### config.mk
export PLATFORM = sky130hd
export DESIGN_NAME = astropix_spi_emulator
export DESIGN_NICKNAME = d
export VERILOG_FILES = /design/src/rtl/astropix_spi_emulator.sv
export SDC_FILE = /design/constraint.sdc
export NUM_CORES = 1
export LEC_CHECK = 0
export BUFFER_PORTS_ARGS = -buffer_cell sky130_fd_sc_hd__buf_2
export CAP_MARGIN = 20
export CORE_ASPECT_RATIO = 2
export CORE_MARGIN = 2
export CORE_UTILIZATION = 45
export CTS_CLUSTER_DIAMETER = 100
export DETAILED_ROUTE_END_ITERATION = 7
export PLACE_DENSITY_LB_ADDON = 0.12
export SETUP_SLACK_MARGIN = 0.5
export SYNTH_ARGS = -nofsm -noshare
export SYNTH_HDL_FRONTEND = slang
export SYNTH_SLANG_ARGS = --single-unit
### constraint.sdc
create_clock -name clk -period 2 [get_ports clk]
set_input_delay 0.1 -clock clk [delete_from_list [all_inputs] [get_ports clk]]
set_output_delay 0.1 -clock clk [all_outputs]
set_load 0.02 [all_outputs]
### src/rtl/astropix_spi_emulator.sv
// ==========================================================================
// astropix_spi_emulator : AstroPix lane readout SPI responder (clk-domain sampled).
// Optional counters via `ASTROPIX_EMU_STATS_EN.                Rev 1.0
// ==========================================================================
`default_nettype none

module astropix_spi_emulator #(
  parameter logic [7:0] IDLE_BYTE   = 8'hBC,
  parameter int         SYNC_STAGES = 2
) (
  input  logic        clk,
  input  logic        resn,
  input  logic        spi_clk,
  input  logic        spi_csn,
  input  logic        spi_mosi,
  output logic [1:0]  spi_miso,
  output logic        interruptn,
  input  logic [7:0]  s_axis_tdata,
  input  logic        s_axis_tlast,
  input  logic        s_axis_tvalid,
  output logic        s_axis_tready,
  output logic [7:0]  m_axis_tdata,
  output logic        m_axis_tvalid,
  input  logic        m_axis_tready,
  output logic        stat_mosi_overflow
`ifdef ASTROPIX_EMU_STATS_EN
  ,
  output logic [15:0] stat_bytes_rx,
  output logic [15:0] stat_frames_tx
`endif
);

  typedef enum logic [1:0] {
    ST_IDLE  = 2'd0,
    ST_LOAD  = 2'd1,
    ST_SHIFT = 2'd2
  } state_t;

  state_t                 state, state_nxt;
  logic [SYNC_STAGES-1:0] sclk_sync, csn_sync, mosi_sync;
  logic                   sclk_d, cs_d;
  logic                   sclk_s, cs_act, mosi_s;
  logic                   sclk_rise, sclk_fall, cs_rise;
  logic                   load_now;
  logic [2:0]             bitcnt;
  logic [1:0]             paircnt;
  logic [6:0]             rx_sr;
  logic [7:0]             miso_sr;
  logic                   tail;
  logic                   byte_accept;
  logic                   frame_pop;

  // Synchroniser flops reset to the idle bus levels so reset never fakes an edge.
  always_ff @(posedge clk) begin
    if (!resn) begin
      sclk_sync <= '0;
      csn_sync  <= '1;
      mosi_sync <= '0;
      sclk_d    <= 1'b0;
      cs_d      <= 1'b0;
    end else begin
      sclk_sync <= {sclk_sync[SYNC_STAGES-2:0], spi_clk};
      csn_sync  <= {csn_sync[SYNC_STAGES-2:0], spi_csn};
      mosi_sync <= {mosi_sync[SYNC_STAGES-2:0], spi_mosi};
      sclk_d    <= sclk_s;
      cs_d      <= cs_act;
    end
  end

  assign sclk_s    = sclk_sync[SYNC_STAGES-1];
  assign cs_act    = ~csn_sync[SYNC_STAGES-1];
  assign mosi_s    = mosi_sync[SYNC_STAGES-1];
  assign sclk_rise = sclk_s & ~sclk_d;
  assign sclk_fall = ~sclk_s & sclk_d;
  assign cs_rise   = cs_act & ~cs_d;

  always_ff @(posedge clk) begin
    if (!resn) state <= ST_IDLE;
    else       state <= state_nxt;
  end

  always_comb begin
    state_nxt = state;
    load_now  = 1'b0;
    case (state)
      ST_IDLE:  if (cs_rise) state_nxt = ST_LOAD;
      ST_LOAD:  begin
        load_now  = 1'b1;
        state_nxt = ST_SHIFT;
      end
      ST_SHIFT: if (sclk_fall && (paircnt == 2'd3)) load_now = 1'b1;
      default:  state_nxt = ST_IDLE;
    endcase
    if (!cs_act) begin
      state_nxt = ST_IDLE;
      load_now  = 1'b0;
    end
  end

  assign s_axis_tready = load_now;
  assign spi_miso      = miso_sr[{paircnt, 1'b0} +: 2];
  assign frame_pop     = load_now & s_axis_tvalid & s_axis_tlast;

  always_ff @(posedge clk) begin
    if (!resn) begin
      bitcnt             <= 3'd0;
      paircnt            <= 2'd0;
      rx_sr              <= 7'd0;
      miso_sr            <= 8'd0;
      m_axis_tdata       <= 8'd0;
      m_axis_tvalid      <= 1'b0;
      stat_mosi_overflow <= 1'b0;
      tail               <= 1'b0;
      interruptn         <= 1'b1;
      byte_accept        <= 1'b0;
    end else begin
      stat_mosi_overflow <= 1'b0;
      byte_accept        <= 1'b0;
      tail               <= 1'b0;
      if (m_axis_tvalid && m_axis_tready) m_axis_tvalid <= 1'b0;

      // Deselect discards any partial MOSI byte and restarts the pair index.
      if (!cs_act) begin
        bitcnt  <= 3'd0;
        paircnt <= 2'd0;
      end else if (state != ST_IDLE) begin
        if (sclk_rise) begin
          bitcnt <= bitcnt + 3'd1;
          if (bitcnt != 3'd7) begin
            rx_sr[bitcnt] <= mosi_s;
          end else if (!m_axis_tvalid || m_axis_tready) begin
            m_axis_tdata  <= {mosi_s, rx_sr};
            m_axis_tvalid <= 1'b1;
            byte_accept   <= 1'b1;
          end else begin
            stat_mosi_overflow <= 1'b1;
          end
        end
        if ((state == ST_SHIFT) && sclk_fall) paircnt <= paircnt + 2'd1;
      end

      if (load_now) begin
        if (s_axis_tvalid) begin
          miso_sr <= s_axis_tdata;
          tail    <= s_axis_tlast;
        end else begin
          miso_sr <= IDLE_BYTE;
        end
      end

      // A following frame already waiting when the tlast byte leaves keeps the line low.
      if ((state == ST_IDLE) && s_axis_tvalid) interruptn <= 1'b0;
      else if (tail && !s_axis_tvalid)         interruptn <= 1'b1;
    end
  end

`ifdef ASTROPIX_EMU_STATS_EN
  always_ff @(posedge clk) begin
    if (!resn) begin
      stat_bytes_rx  <= 16'd0;
      stat_frames_tx <= 16'd0;
    end else begin
      if (byte_accept) stat_bytes_rx  <= stat_bytes_rx + 16'd1;
      if (frame_pop)   stat_frames_tx <= stat_frames_tx + 16'd1;
    end
  end
`else
  logic unused_stats;
  assign unused_stats = byte_accept ^ frame_pop;
`endif

endmodule

`default_nettype wire

==> impl_results.md <==
- Hold Crit Depth: 2
- Worst-path clk slew: 0.07 ns
- Status: finished, final reports clean
- F_max: 0.629 GHz
- Largest net degree at the start of global routing: 29
- Adder-Cell Fraction of Synth Area: between 4 and 5%
- Post-Layout Cell Count: roughly 290
- Antenna-violating nets left: 0
- CP top delay family: buffers and inverters
- Number of buffers on the longest clock path: 2
- Number of buffers created by CTS: 5
- Period utilization: approximately four fifths
- Ant diodes: 0
- DR DRC count: 0
- GR Util met3: under 10%
- Post-synthesis xor/xnor area fraction: less than 1%
- Area of the mapped netlist: 1860 sq um
- FF-to-FF End: miso_sr[4]
- CP Capture Type: output pin
- Placed insts: approximately 270
- Worst Path Buf+Inv: 4
- DR WL/cell: between 10 and 15 um
- Crit Path Max Fanout: 2
- Routability cong.: about 0.75
- Critical path startpoint: state[0]
- Most Crowded Layer GR: met2
- Io pins: 30
- MaxCap Viol Count: 0
- Clk pwr share: 41.9%
- Slew Viols, Final: 0
- Row cnt: 33
- Clock sink count: 42
- Max-slew headroom: 76.5%
- Clock latency on the worst-skew pair: roughly 0.29 ns
- Synth-to-Final Area Change: 29.8%
- Gr ovfl total: 0
- Critical path cell sequence: inv_4, ha_4, and4b_1, o211ai_1, buf_4, inv_2, buf_6
- Total track usage: 17.6%
- Clock period minus worst slack: 1.59 ns
- DP Area: between 2000 and 2500 sq um
- Ys Warns: 0
- Reg2reg start: state[0]
- Cell Pwr Density: roughly 660 nW/um^2
- CP Class: register to output pin
- Vias per std cell: 5.08
- Yosys reg bits: 42
- Total number of vias: ~1500
- Final setup margin: 0.410 ns
- Synth Area in Simple Gates: 21.2%
- Sequential power share: roughly 54%
- CP Data Required Time: approximately 1.9 ns
- Synth Area in Compound Gates: approximately a tenth
- Slew @ Worst Pin: between 0.3 and 0.4 ns
- Vias in the first global route: 1434
- H-Tree Depth: 2
- Fraction of layout instances using a drive strength above 1: between 30% and 40%
- WP depth: 7
- Pre-CTS WS: ~0.34 ns
- Largest family of logic cells by synthesized area: simple AND/OR/NAND/NOR gates
- R2R Setup Slk: 0.49 ns
- Die Wd: slightly below 50 um
- Total Neg Setup Slack: 0 ns
- Switching pwr: about 340 uW
- Mux cell area share after synthesis: about an eighth
- Clock skew: 0.00813 ns
- Pleak: 0.967 nW
- Worst path arrival time: about 1.5 ns
- Syn nets: about 210
- Met2 Usage GRT: around 32%
- Worst IR Drop VDD: about 650 uV
- Grt met1 use: 19.2%
- HPWL Detailed: ~2700 um
- Final Instance Area: roughly 2400 sq um
- HP Start: spi_clk
- Reg2Reg Depth: 7
- WHS Endpoint: sclk_sync[0]
- Initial Util: a little under half
- Avg Inst Size Synth: slightly below 10 sq um
- Hold crit path type: input pin to register
- 1st-pass router iterations: 4
- RSZ-0062 raised after global routing: yes
- Final hold viol count: 0
- Port Buffers: 29
- Die Ht: roughly 95 um
- Wirelength, routed: ~3900 um
- Root buffer cell: clkbuf_8
- Die area: around 4700 sq um
- Final #Nets: around 260
- Comb power frac: between 4 and 5%
- 1st-iter DRT viols: 20
- Final setup fails: 0
- Post-synthesis sequential area ratio: about 45%
- Net Sw Frac: about a fifth
- First-pass GRT wire length: 6410 um
- Type of origin of the critical path: register
- Synth unique cells: 37
- Post-Syn Instances: between 150 and 200
- Core area: 4050 sq um
- FILL cells: roughly 400
- Crit path largest cell delay: 0.35 ns
- Internal power: between 1 and 1.5 mW
- Slowest stage cell, crit path: dfxtp_2
- CTS tree: yes
- Initial antenna violation count: 0
## state kept, by name, summed over array words and instances, names as in the netlist, 2 cells and up
name / cells
m_axis_tdata: 8
miso_sr: 8
rx_sr: 7
bitcnt: 3
csn_sync: 2
mosi_sync: 2
paircnt: 2
sclk_sync: 2
state: 2
## through the flow
stage	utilization (%)	hold WS (ns)	power, mW
after floorplan	-	0.173	0.908
after global placement	51.2	0.299	0.934
after detailed placement	51.2	0.302	0.936
after CTS	57.2	0.0102	1.60
after global routing	59.6	0.0107	1.63
final	59.6	0.0161	1.58
## layout make-up
| cell class | instances | area (sq um) | area share [%] |
|---|---|---|---|
| well taps | 52 | 65.1 | 2.70 |
| inverters | 14 | 57.6 | 2.39 |
| repair buffers | 46 | 302 | 12.5 |
| flip-flops and latches | 42 | 856 | 35.5 |
| clock inverters | 2 | 37.5 | 1.56 |
| clock buffers | 6 | 72.6 | 3.01 |
| multi-input cells | 126 | 1020 | 42.3 |
## placed cells by master, fill, tap and decap left out, types with 3 or more instances in the layout
| cell | synthesis | layout |
|---|---|---|
| buf_2 | 1 | 26 |
| nor2_1 | 9 | 8 |
| inv_2 | 3 | 3 |
| nand3_1 | 4 | 4 |
| dfxtp_4 | 0 | 3 |
| buf_4 | 1 | 14 |
| inv_1 | 11 | 9 |
| and2_1 | 6 | 6 |
| clkbuf_8 | 0 | 5 |
| buf_6 | 2 | 5 |
| a31o_4 | 0 | 3 |
| mux2i_1 | 19 | 19 |
| a21oi_1 | 9 | 7 |
| nand2_1 | 26 | 26 |
| o21ai_0 | 7 | 7 |
| dfxtp_2 | 0 | 3 |
| nand4_1 | 7 | 7 |
| dfxtp_1 | 42 | 36 |
| a31o_2 | 6 | 3 |
| nor2b_1 | 3 | 3 |
| ha_4 | 0 | 5 |
## Yosys cell counts
| library cell | number | area [sq um] |
|---|---|---|
| a31o_2 | 6 | 52.6 |
| or4b_1 | 1 | 10.0 |
| o211ai_1 | 1 | 7.51 |
| o21ai_0 | 7 | 35.0 |
| nand2_1 | 26 | 97.6 |
| a21o_1 | 1 | 7.51 |
| a21oi_1 | 9 | 45.0 |
| o221a_2 | 1 | 11.3 |
| mux2i_1 | 19 | 190 |
| and2_1 | 6 | 37.5 |
| a31oi_1 | 1 | 6.26 |
| and4bb_4 | 1 | 16.3 |
| nor3_1 | 1 | 5.00 |
| nand2b_1 | 2 | 12.5 |
| or4_1 | 1 | 7.51 |
| nand4_1 | 7 | 43.8 |
| and2_2 | 1 | 7.51 |
| nor2b_1 | 3 | 18.8 |
| o21ai_1 | 2 | 10.0 |
| and4bb_1 | 1 | 12.5 |
| nor2_1 | 9 | 33.8 |
| and4b_1 | 1 | 10.0 |
| dfxtp_1 | 42 | 841 |
| ha_1 | 7 | 87.6 |
| mux4_2 | 2 | 45.0 |
| nor3b_4 | 1 | 18.8 |
| buf_6 | 2 | 22.5 |
| and4_2 | 1 | 10.0 |
| nand3_1 | 4 | 20.0 |
| inv_1 | 11 | 41.3 |
| clkbuf_1 | 5 | 18.8 |
| inv_2 | 3 | 11.3 |
| buf_2 | 1 | 5.00 |
| nor4b_4 | 1 | 23.8 |
| xnor2_1 | 2 | 17.5 |
| buf_4 | 1 | 7.51 |
| and2b_2 | 1 | 8.76 |
## power groups by stage
stage / Clock (mW) / Sequential (mW) / Combinational [mW]
2_1_floorplan: 0 / 0.871 / 0.0371
3_3_place_gp: 0 / 0.872 / 0.0625
3_5_place_dp: 0 / 0.872 / 0.0641
4_1_cts: 0.682 / 0.849 / 0.0677
5_1_grt: 0.704 / 0.850 / 0.0771
6_report: 0.662 / 0.848 / 0.0691
## how the worst max path moves through the flow
stage,end,slack [ns]
finish,s_axis_tready,0.41
global route,s_axis_tready,0.35
CTS,s_axis_tready,0.40
detailed placement,m_axis_tdata[3],0.34
global placement,m_axis_tdata[4],0.44
floorplan,m_axis_tdata[0],0.46
## cell families after synthesis
logic type	after synthesis
adder cells (fa/ha/maj)	7
XOR/XNOR	2
buffers and inverters	23
flip-flops	42
AND/OR/NAND/NOR	68
multiplexers	21
AO/OA/AOI/OAI	28
## worst register-to-register path: cells and delay by family, from the launching register on
family	cells	cell delay (ns)
multiplexers	1	0.21
flip-flops	1	0.35
adder cells (fa/ha/maj)	1	0.15
AO/OA/AOI/OAI	1	0.17
AND/OR/NAND/NOR	1	0.18
buffers and inverters	3	0.40
## repair_timing
item	CTS	global route
setup buffers	8	3
cloned	0	1
setup endpoints to repair	26	26
pin swaps	7	6
endpoints found under the hold margin	1	0
gates resized for setup	19	14
hold buffers	1	0
## metal layers
layer / part of all wire [%] / vias to the layer above
li1: - / 745
met1: 41 / 685
met2: 55 / 29
met3: 3.1 / 4
met4: 1.1 / 0
met5: 0 / -
(Power assumes the default switching activity.)
